==> src/rtl/note_glyph_loader_pkg.sv <==
// Shared constants for the note-name glyph loader: tone-divider table,
// glyph geometry and the loader FSM state encoding.
package note_glyph_loader_pkg;

  localparam int GLYPH_IDLE = 21;
  localparam int GLYPH_W    = 24;
  localparam int GLYPH_ROWS = 16;
  localparam int NOTE_CNT   = 21;

  // Index in this table is the glyph index: high do..si, mid do..si, low do..si.
  localparam logic [13:0] NOTE_DIV [NOTE_CNT] = '{
    14'd6826,  14'd7871,  14'd8798,  14'd9224,  14'd10005, 14'd10701, 14'd11321,
    14'd11606, 14'd12126, 14'd12591, 14'd12804, 14'd13194, 14'd13524, 14'd13852,
    14'd13994, 14'd14255, 14'd14487, 14'd14593, 14'd14789, 14'd14963, 14'd15117
  };

  typedef enum logic [1:0] {
    ST_IDLE,
    ST_WAIT_VB,
    ST_FETCH,
    ST_DRAIN
  } state_t;

endpackage

==> src/rtl/note_glyph_loader_if.sv <==
// Glyph ROM read port and display row-write port of the loader.
interface note_glyph_loader_if;
  import note_glyph_loader_pkg::*;

  // Handshake: rom_en is a read strobe with no backpressure and rom_data is
  // valid exactly one cycle after it; line_we is a write strobe that the
  // display always accepts in the cycle it is high, with line_idx/line_data.
  logic                 rom_en;
  logic [8:0]           rom_addr;
  logic [GLYPH_W-1:0]   rom_data;
  logic                 line_we;
  logic [3:0]           line_idx;
  logic [GLYPH_W-1:0]   line_data;

  modport master (
    output rom_en, rom_addr, line_we, line_idx, line_data,
    input  rom_data
  );

  modport slave (
    input  rom_en, rom_addr, line_we, line_idx, line_data,
    output rom_data
  );

endinterface

==> src/rtl/note_glyph_decode.sv <==
// Maps a tone divider value to its note glyph index; unknown values select
// the idle glyph.
module note_glyph_decode
  import note_glyph_loader_pkg::*;
(
  input  logic [13:0] origin,
  output logic [4:0]  glyph_idx
);

  always_comb begin
    glyph_idx = 5'(GLYPH_IDLE);
    for (int i = 0; i < NOTE_CNT; i++) begin
      if (origin == NOTE_DIV[i]) glyph_idx = 5'(i);
    end
  end

endmodule

==> src/rtl/note_glyph_loader.sv <==
// Streams the glyph selected by a stable tone divider from the glyph ROM into
// the display row registers, optionally only during vertical blank.
module note_glyph_loader
  import note_glyph_loader_pkg::*;
#(
  parameter int STABLE_CYCLES = 1024,
  parameter bit SYNC_TO_FRAME = 1'b1
) (
  input  logic                  clk,
  input  logic                  rst_n,
  input  logic [13:0]           origin,
  input  logic                  frame_start,
  note_glyph_loader_if.master   bus,
  output logic                  busy,
  output logic [4:0]            cur_glyph,
  output state_t                fsm_state
);

  localparam int CNT_W = $clog2(STABLE_CYCLES + 1);
  localparam logic [CNT_W-1:0] STAB_MAX = CNT_W'(STABLE_CYCLES);

  state_t           state;
  logic [13:0]      origin_q;
  logic [CNT_W-1:0] stab_cnt;
  logic [4:0]       dec_q;
  logic [4:0]       tgt_idx;
  logic [4:0]       load_idx;
  logic             pending;
  logic [3:0]       row;
  logic             rom_en_q;
  logic [8:0]       rom_addr_q;
  logic             line_we_q;
  logic [3:0]       line_idx_q;
  logic             req;
  logic             start_load;

  note_glyph_decode u_decode (
    .origin    (origin_q),
    .glyph_idx (dec_q)
  );

  assign req = (stab_cnt == STAB_MAX) && (dec_q != tgt_idx);
  assign start_load = (state == ST_IDLE && pending && !SYNC_TO_FRAME) ||
                      (state == ST_WAIT_VB && frame_start);

  // Stability filter: a target only moves after origin has held still.
  always_ff @(posedge clk or negedge rst_n) begin
    if (!rst_n) begin
      origin_q <= '0;
      stab_cnt <= '0;
      tgt_idx  <= 5'(GLYPH_IDLE);
    end else begin
      origin_q <= origin;
      if (origin != origin_q) stab_cnt <= '0;
      else if (stab_cnt != STAB_MAX) stab_cnt <= stab_cnt + CNT_W'(1);
      if (req) tgt_idx <= dec_q;
    end
  end

  always_ff @(posedge clk or negedge rst_n) begin
    if (!rst_n) begin
      state      <= ST_IDLE;
      pending    <= 1'b1;
      load_idx   <= 5'(GLYPH_IDLE);
      cur_glyph  <= 5'(GLYPH_IDLE);
      row        <= '0;
      rom_en_q   <= 1'b0;
      rom_addr_q <= '0;
      line_we_q  <= 1'b0;
      line_idx_q <= '0;
    end else begin
      // A request raised in the same cycle a load starts must survive.
      if (start_load) pending <= 1'b0;
      if (req) pending <= 1'b1;
      case (state)
        ST_IDLE: if (pending && SYNC_TO_FRAME) state <= ST_WAIT_VB;
        ST_FETCH: begin
          line_we_q  <= 1'b1;
          line_idx_q <= row;
          if (row == 4'd15) begin
            state      <= ST_DRAIN;
            rom_en_q   <= 1'b0;
            rom_addr_q <= '0;
          end else begin
            row        <= row + 4'd1;
            rom_addr_q <= {load_idx, row + 4'd1};
          end
        end
        ST_DRAIN: begin
          state      <= ST_IDLE;
          line_we_q  <= 1'b0;
          line_idx_q <= '0;
          cur_glyph  <= load_idx;
        end
        default: ;
      endcase
      if (start_load) begin
        state      <= ST_FETCH;
        load_idx   <= tgt_idx;
        row        <= '0;
        rom_en_q   <= 1'b1;
        rom_addr_q <= {tgt_idx, 4'd0};
      end
    end
  end

  assign bus.rom_en    = rom_en_q;
  assign bus.rom_addr  = rom_addr_q;
  assign bus.line_we   = line_we_q;
  assign bus.line_idx  = line_idx_q;
  assign bus.line_data = line_we_q ? bus.rom_data : '0;
  assign busy          = (state != ST_IDLE);
  assign fsm_state     = state;

endmodule
==> src/flat_wrapper.sv <==
// flat-port wrapper written by rule: the top's interface ports become plain ports
module note_glyph_loader_flat import note_glyph_loader_pkg::*;
#(
  parameter int STABLE_CYCLES = 1024,
  parameter bit SYNC_TO_FRAME = 1'b1
)
  (clk, rst_n, origin, frame_start, busy, cur_glyph, fsm_state, bus_rom_en, bus_rom_addr, bus_line_we, bus_line_idx, bus_line_data, bus_rom_data);
  note_glyph_loader_if bus_i ();
  input  logic clk;
  input  logic rst_n;
  input  logic [13:0] origin;
  input  logic frame_start;
  output logic busy;
  output logic [4:0] cur_glyph;
  output state_t fsm_state;
  output wire logic [$bits(bus_i.rom_en)-1:0] bus_rom_en;
  output wire logic [$bits(bus_i.rom_addr)-1:0] bus_rom_addr;
  output wire logic [$bits(bus_i.line_we)-1:0] bus_line_we;
  output wire logic [$bits(bus_i.line_idx)-1:0] bus_line_idx;
  output wire logic [$bits(bus_i.line_data)-1:0] bus_line_data;
  input wire logic [$bits(bus_i.rom_data)-1:0] bus_rom_data;
  assign bus_rom_en = bus_i.rom_en;
  assign bus_rom_addr = bus_i.rom_addr;
  assign bus_line_we = bus_i.line_we;
  assign bus_line_idx = bus_i.line_idx;
  assign bus_line_data = bus_i.line_data;
  assign bus_i.rom_data = bus_rom_data;
  note_glyph_loader #(.STABLE_CYCLES(STABLE_CYCLES), .SYNC_TO_FRAME(SYNC_TO_FRAME)) u_core (.clk(clk), .rst_n(rst_n), .origin(origin), .frame_start(frame_start), .bus(bus_i), .busy(busy), .cur_glyph(cur_glyph), .fsm_state(fsm_state));
endmodule
==> config.mk <==
export PLATFORM = sky130hd
export DESIGN_NAME = note_glyph_loader_flat
export DESIGN_NICKNAME = d
export VERILOG_FILES = /design/src/rtl/note_glyph_loader_pkg.sv /design/src/rtl/note_glyph_loader_if.sv /design/src/rtl/note_glyph_decode.sv /design/src/rtl/note_glyph_loader.sv /design/src/flat_wrapper.sv
export SDC_FILE = /design/constraint.sdc
export NUM_CORES = 1
export LEC_CHECK = 0
export BUFFER_PORTS_ARGS = -buffer_cell sky130_fd_sc_hd__clkbuf_2
export CORE_MARGIN = 5
export CORE_UTILIZATION = 45
export CTS_CLUSTER_SIZE = 28
export DETAILED_ROUTE_END_ITERATION = 10
export GPL_TIMING_DRIVEN = 0
export PLACE_DENSITY_LB_ADDON = 0.2
export SETUP_SLACK_MARGIN = 0.3
export SYNTH_ARGS = -nofsm -noshare
export SYNTH_HDL_FRONTEND = slang
export SYNTH_SLANG_ARGS = --single-unit
==> constraint.sdc <==
create_clock -name clk -period 3.46 [get_ports clk]
set_input_delay 0.865 -clock clk [delete_from_list [all_inputs] [get_ports clk]]
set_output_delay 0.865 -clock clk [all_outputs]
set_load 0.005 [all_outputs]
==> flow_metrics.tcl, run 1 <==
set metrics [dict create \
    grt_max_degree 63 \
    yosys.area.top_type "dfrtp_1" \
    clockBufferDepth 2 \
    status "complete, no violations" \
    area_delta_synth_final_pct 20.4 \
    synth.area.top_cells "dfrtp_1 36%, dfstp_2 7.3%, and2_1 4.7%" \
    power.density_nw_per_um2 494 \
    grt_pass1_wl_um 14600 \
    rows 32 \
    synthCells 368 \
    hold_viol 0 \
    die_x_um 99.5 \
    start_kind "register" \
    synth.cell_area_sq_um 3600 \
    gp_congestion 0.912 \
    grt_overflow_total 0 \
    dp_worst_setup_slack_ns 0.790 \
    diodes 0 \
    clk_pin_slew_ns 0.07 \
    fin_crit_ns 2.71 \
    synthesis.nets 418 \
    drc 0 \
    p_total_mw 2.14 \
    post_cts_resized 0 \
    grt_usage_pct 17.9 \
    path_cells "clkbuf_1 > nor4b_1 > nand4_1 > a21oi_1 > or4_2 > xnor2_1 > or3_1 > a211o_1" \
    synthFlopType "dfrtp_1" \
    hpwl_um 6510 \
    slew_viol_final 0 \
    finalWirelength_um 8600 \
    finClkSkew_ns 0.0106 \
    cts_tree "yes" \
    mostFrequentLayoutCells "86 x clkbuf_2, 52 x dfrtp_1, 33 x nand2_1, 29 x nor2_1, 27 x and2_1" \
    ys_ff_latch 62 \
    fillers 723 \
    vdd_ir_drop_max_v 0.000237 \
    numCtsBuffers 9 \
    crit_path_end_kind "register" \
    antenna_found_initial 0 \
    yosysTopAreaCellShare_pct 36.1 \
    first_pass_iters 4 \
    ys_seq_area_share_pct 43.4 \
    die_h_um 99.5 \
    finalSetupViolCount 0 \
    htreeDepth 3 \
    hold_class "register to register" \
    critPathTopFamily "simple AND/OR/NAND/NOR gates" \
    final_common_cell "clkbuf_2" \
    hold_slack_ns 0.476 \
    cp_num_buf_inv 1 \
    num_vias 3139 \
    postRouteAntennaNets 0 \
    die-area_sq_um 9900 \
    nNetsFinal 516 \
    yosys_warnings 0 \
    max_stage_delay_ns 0.72 \
    finalCritPeriodShare_pct 78.3 \
    syn_area_per_cell_sq_um 9.80 \
    avgRoutedWirePerCell_um 15.0 \
    path_max_fanout 10 \
    worstPathArrival_ns 2.97 \
    synth_cell_type_count 54 \
    root_buffer "clkbuf_8" \
    p_leak_nw 2.00 \
    drive_above_1_share_pct 30.4 \
    io_buffers 87 \
    grt_pass1_vias 3112 \
    max-cap-violations 0 \
    slowest_stage "or4_2" \
    maxSlewHeadroom_pct 43.7 \
    setup_slack_ns 0.751 \
    path_class "register to register" \
    floorplan.core_area_sq_um 7770 \
    cts.sinks 62 \
    async_reset_ff_share_pct 100 \
    hold_buffers 0 \
    initial_utilization_pct 46.4 \
    drtIter0Drc 202 \
    finalInstanceArea_sq_um 4340 \
    required_ns 3.72 \
    tightest_slew_ns 0.834 \
    max_freq_mhz 369 \
    rsz0062_at_grt "no" \
    placed_area_sq_um 4170 \
    clkLatencyLatePin_ns 0.34 \
    synth_edf_count 0 \
    pin_count 88 \
    avgViaCountPerCell 5.48 \
    post_cts_buffers 0 \
    setup_tns_ns 0 \
]
-- Yosys cell counts (3+ instances only) --
cell type and count:
nor4b_1 6, a21oi_1 11, nand4_1 8, buf_2 7
nor2_1 29, or3_1 5, nor4_1 11, dfrtp_1 52
nand2_1 33, and4b_1 5, buf_4 3, o21ai_0 12
inv_1 9, xnor2_1 11, a22oi_1 6, mux2i_1 4
or2_2 3, or4_1 3, mux2_2 8, clkbuf_1 9
nand2b_1 3, nor4bb_1 5, nor2b_1 3, nand4b_1 5
and2_1 27, ha_1 9, or4bb_1 5, nand3_1 17
dfstp_2 10, xor2_1 19
-- worst register-to-register path, stage by stage (launching register included) --
cell and delay (ns):
dfrtp_1 0.39, clkbuf_1 0.42, nor4b_1 0.14, nand4_1 0.15, a21oi_1 0.11, or4_2 0.72, xnor2_1 0.15, or3_1 0.31
a211o_1 0.26
-- per-layer routing --
layer | share of wire (%) | global-route usage [%] | vias up
met4 | 0.83 | 4.94 | 0
li1 | - | - | 1516
met3 | 10 | 4.56 | 7
met5 | 0 | 0 | -
met1 | 44 | 22.9 | 1482
met2 | 46 | 30.0 | 134
-- sequential cells by signal, indices dropped and copies added, names as in the netlist --
| signal | flops |
|---|---|
| u_core.origin_q | 14 |
| u_core.tgt_idx | 5 |
| u_core.bus.rom_addr | 9 |
| u_core.pending | 1 |
| u_core.bus.line_we | 1 |
| u_core.row | 4 |
| u_core.stab_cnt | 11 |
| u_core.bus.rom_en | 1 |
| u_core.bus.line_idx | 4 |
| u_core.cur_glyph | 5 |
| u_core.load_idx | 5 |
| u_core.fsm_state | 2 |
-- power by group --
part           switching [mW]  total (mW)  internal [mW]
clock                   0.297       0.557          0.260
combinational           0.399       0.711          0.312
sequential             0.0708       0.877          0.806
-- path summary, 6_finish.rpt --
kind                                    start                      to  slack [ns]  depth (start not counted)
min reg2reg                u_core.load_idx[0]      u_core.load_idx[0]        0.48                          2
max                        u_core.origin_q[1]          u_core.pending        0.75                          8
min in group asynchronous               rst_n  u_core.bus.line_idx[1]        0.65                          1
max in group asynchronous               rst_n      u_core.origin_q[6]        2.26                          1
min                        u_core.load_idx[0]      u_core.load_idx[0]        0.48                          2
max reg2reg                u_core.origin_q[1]          u_core.pending        0.75                          8
-- final cells by class --
type                    instances  area [sq um]  share of cell area [%]
multi-input cells             275          1900                    43.7
flip-flops and latches         62          1560                    36.0
repair buffers                 87           438                    10.1
well taps                     102           128                    2.94
clock buffers                   9           124                    2.85
plain buffers                  22           110                    2.54
clock inverters                 7          47.5                    1.10
inverters                       9          33.8                   0.778
-- metrics by stage --
stage | util, % | instances
6_report | 55.9 | 573
5_1_grt | 55.9 | 573
4_1_cts | 55.9 | 573
3_5_place_dp | 53.7 | 557
3_3_place_gp | 53.7 | 557
2_1_floorplan | - | 368
-- kinds of logic (layout without fill, tap and decap cells) --
| family | Yosys count | in the layout | synth area share, % |
|---|---|---|---|
| buffers and inverters | 31 | 134 | 3.99 |
| multiplexers | 12 | 12 | 3.61 |
| flip-flops | 62 | 62 | 43.4 |
| XOR/XNOR | 30 | 30 | 7.29 |
| AND/OR/NAND/NOR | 184 | 184 | 31.2 |
| AO/OA/AOI/OAI | 40 | 40 | 7.43 |
| adder cells (fa/ha/maj) | 9 | 9 | 3.12 |
No activity file was read; power rests on OpenSTA's default activity.
==> run 2, diff against run 1 <==
--- a/config.mk
+++ b/config.mk
@@ -5,6 +5,7 @@
 export SDC_FILE = /design/constraint.sdc
 export NUM_CORES = 1
 export LEC_CHECK = 0
+export ABC_AREA = 1
 export BUFFER_PORTS_ARGS = -buffer_cell sky130_fd_sc_hd__clkbuf_2
 export CORE_MARGIN = 5
 export CORE_UTILIZATION = 45
==> constraint.sdc (replaced) <==
create_clock -name clk -period 2.7 [get_ports clk]
set_input_delay 0.675 -clock clk [delete_from_list [all_inputs] [get_ports clk]]
set_output_delay 0.675 -clock clk [all_outputs]
set_load 0.005 [all_outputs]
==> run 2 against run 1 <==
Net effect:
- cell count is 41% higher
- non-clock buffer count fell by 16
- critical path depth up 9
- clock-buffer cell count unchanged
- utilization fell by 0.66 points
- critical path type unchanged
- critical endpoint is now u_core.tgt_idx[2]
- highest routed layer unchanged
==> flow_metrics.tcl, run 2 <==
set metrics [dict create \
    hold_class "input port to async pin" \
    crit_path_end_kind "register" \
    drc 0 \
    ys_seq_area_share_pct 39.2 \
    path_max_fanout 5 \
    htreeDepth 3 \
    finClkSkew_ns 0.0108 \
    worstPathArrival_ns 2.52 \
    area_delta_synth_final_pct 20.3 \
    rr_startpoint "u_core.origin_q[0]" \
    cts.sinks 62 \
    synth_common_cells "167 x nand2_1, 109 x nor2_1, 82 x inv_1" \
    clkLatencyLatePin_ns 0.35 \
    diodes 0 \
    die-area_sq_um 10800 \
    max_freq_mhz 449 \
    finalCritPeriodShare_pct 82.5 \
    die_h_um 104 \
    p_total_mw 2.72 \
    fin_crit_ns 2.23 \
    cp-startpoint "u_core.origin_q[0]" \
    yosys_warnings 0 \
    hpwl_um 8920 \
    vdd_ir_drop_max_v 0.000396 \
    finalWirelength_um 11000 \
    die_x_um 104 \
    ys_ff_latch 62 \
    hold_viol 0 \
    synthesis.nets 647 \
    rows 34 \
    grt_overflow_total 0 \
    power.density_nw_per_um2 567 \
    regMostFlops "u_core.origin_q" \
    clk_pin_slew_ns 0.08 \
    path_class "register to register" \
    final_common_cell "nand2_1" \
    antenna_found_initial 0 \
    yosys.area.top_type "dfrtp_1" \
    status "complete, no violations" \
    async_reset_ff_share_pct 100 \
    finalInstanceArea_sq_um 4790 \
    grt_max_degree 63 \
    grt_pass1_wl_um 18600 \
    start_kind "register" \
    synthFlopType "dfrtp_1" \
    yosysTopAreaCellShare_pct 32.7 \
    tightest_slew_ns 0.826 \
    synthCells 597 \
    grt_usage_pct 20.6 \
    initial_utilization_pct 45.9 \
    mostFrequentLayoutCells "165 x nand2_1, 97 x nor2_1, 86 x clkbuf_2, 81 x inv_1, 51 x dfrtp_1" \
    root_buffer "clkbuf_8" \
    p_leak_nw 2.47 \
    largest_reg_flops 14 \
    synth_edf_count 0 \
    synth.most_common_cell "nand2_1" \
    clockBufferDepth 2 \
    drive_above_1_share_pct 23.1 \
    setup_tns_ns 0 \
    hold_slack_ns 0.431 \
    numCtsBuffers 9 \
    finalSetupViolCount 0 \
    pin_count 88 \
    required_ns 2.99 \
    gp_congestion 0.958 \
    synth.area.top_cells "dfrtp_1 33%, nand2_1 16%, nor2_1 10%" \
    synth.cell_area_sq_um 3990 \
    first_pass_iters 5 \
    slew_viol_final 0 \
    postRouteAntennaNets 0 \
    avgRoutedWirePerCell_um 13.6 \
    avgViaCountPerCell 5.05 \
    syn_area_per_cell_sq_um 6.68 \
    synth_cell_type_count 30 \
    max-cap-violations 0 \
    fillers 916 \
    rsz0062_at_grt "yes" \
    floorplan.core_area_sq_um 8680 \
    cts_tree "yes" \
    nNetsFinal 745 \
    drtIter0Drc 260 \
    hold_buffers 0 \
    grt_pass1_vias 4003 \
    maxSlewHeadroom_pct 44.9 \
    io_buffers 87 \
    num_vias 4082 \
    placed_area_sq_um 4560 \
]
-- run 2: cell count changes after synthesis, sizes merged, moves of 7 or more --
cell   before  now
nand3      17   35
nand4       8   15
nand2      33  172
nor3        3   14
and2       27    0
buf        13    0
o21ai      12   29
xnor2      11    2
nor2       29  119
xor2       19    6
mux2        8    0
inv         9   89
nor4       12    5
-- run 2: power by group --
group	internal (mW)	leakage, nW	switching, mW
Combinational	0.312	1.60	0.529
Sequential	1.05	0.782	0.0803
Clock	0.343	0.0842	0.409
-- run 2: final timing paths --
kind	cells after the start	endpoint	slack, ns
worst max-delay path	17	u_core.tgt_idx[2]	0.47
worst min-delay path	1	u_core.stab_cnt[6]	0.43
worst max register to register	17	u_core.tgt_idx[2]	0.47
worst min register to register	2	u_core.tgt_idx[2]	0.48
max in group asynchronous	1	u_core.origin_q[11]	1.68
min in group clk	1	u_core.origin_q[3]	0.45
-- run 2: area by class of cell --
class / count / area, sq um / area share, %
buffer: 6 / 22.5 / 0.470
clock buffer: 9 / 124 / 2.58
clock inverter: 7 / 56.3 / 1.17
inverter: 91 / 345 / 7.20
multi-input combinational: 438 / 2110 / 44.0
sequential: 62 / 1570 / 32.7
tap: 108 / 135 / 2.82
timing repair buffer: 87 / 438 / 9.14
-- run 2: routing by layer --
metal / track usage (%) / vias to the layer above / share of wire (%)
li1: - / 2070 / -
met5: 0 / - / 0
met4: 6.94 / 0 / 1.7
met3: 4.78 / 17 / 6.6
met2: 33.7 / 125 / 48
met1: 26.9 / 1870 / 44
-- run 2: logic make-up after synthesis --
logic type / count (synthesis) / share of synthesized area, %
AO/OA/AOI/OAI: 51 / 7.06
XOR/XNOR: 8 / 1.76
adder cells (fa/ha/maj): 9 / 2.83
buffers and inverters: 97 / 9.14
flip-flops: 62 / 39.2
multiplexers: 1 / 0.251
AND/OR/NAND/NOR: 369 / 39.7
-- run 2: per-stage QoR --
step | std cells | setup slack [ns] | utilization, %
2_1_floorplan | 597 | 0.888 | -
4_1_cts | 808 | 0.390 | 54.6
3_3_place_gp | 792 | 0.322 | 52.5
5_1_grt | 808 | 0.276 | 55.2
3_5_place_dp | 792 | 0.408 | 52.5
6_report | 808 | 0.471 | 55.2
-- run 2: critical path, cell delays in order (launching register included) --
cell	delay (ns)
dfrtp_1	0.45
inv_2	0.11
nand2_1	0.14
nor2_2	0.17
nand2_1	0.13
nor2_2	0.21
nor2_4	0.06
nand2_1	0.08
nor2_2	0.05
inv_2	0.05
nand2_1	0.04
nand2_1	0.05
nand3_1	0.07
nor2_1	0.15
nand3_2	0.15
nand2_2	0.13
nand2_1	0.06
nand2_1	0.05
-- run 2: timing repair --
item / 4_1_cts / 5_1_grt
setup endpoints to repair: 0 / 7
resized for setup: 0 / 20
setup buffers: 0 / 0
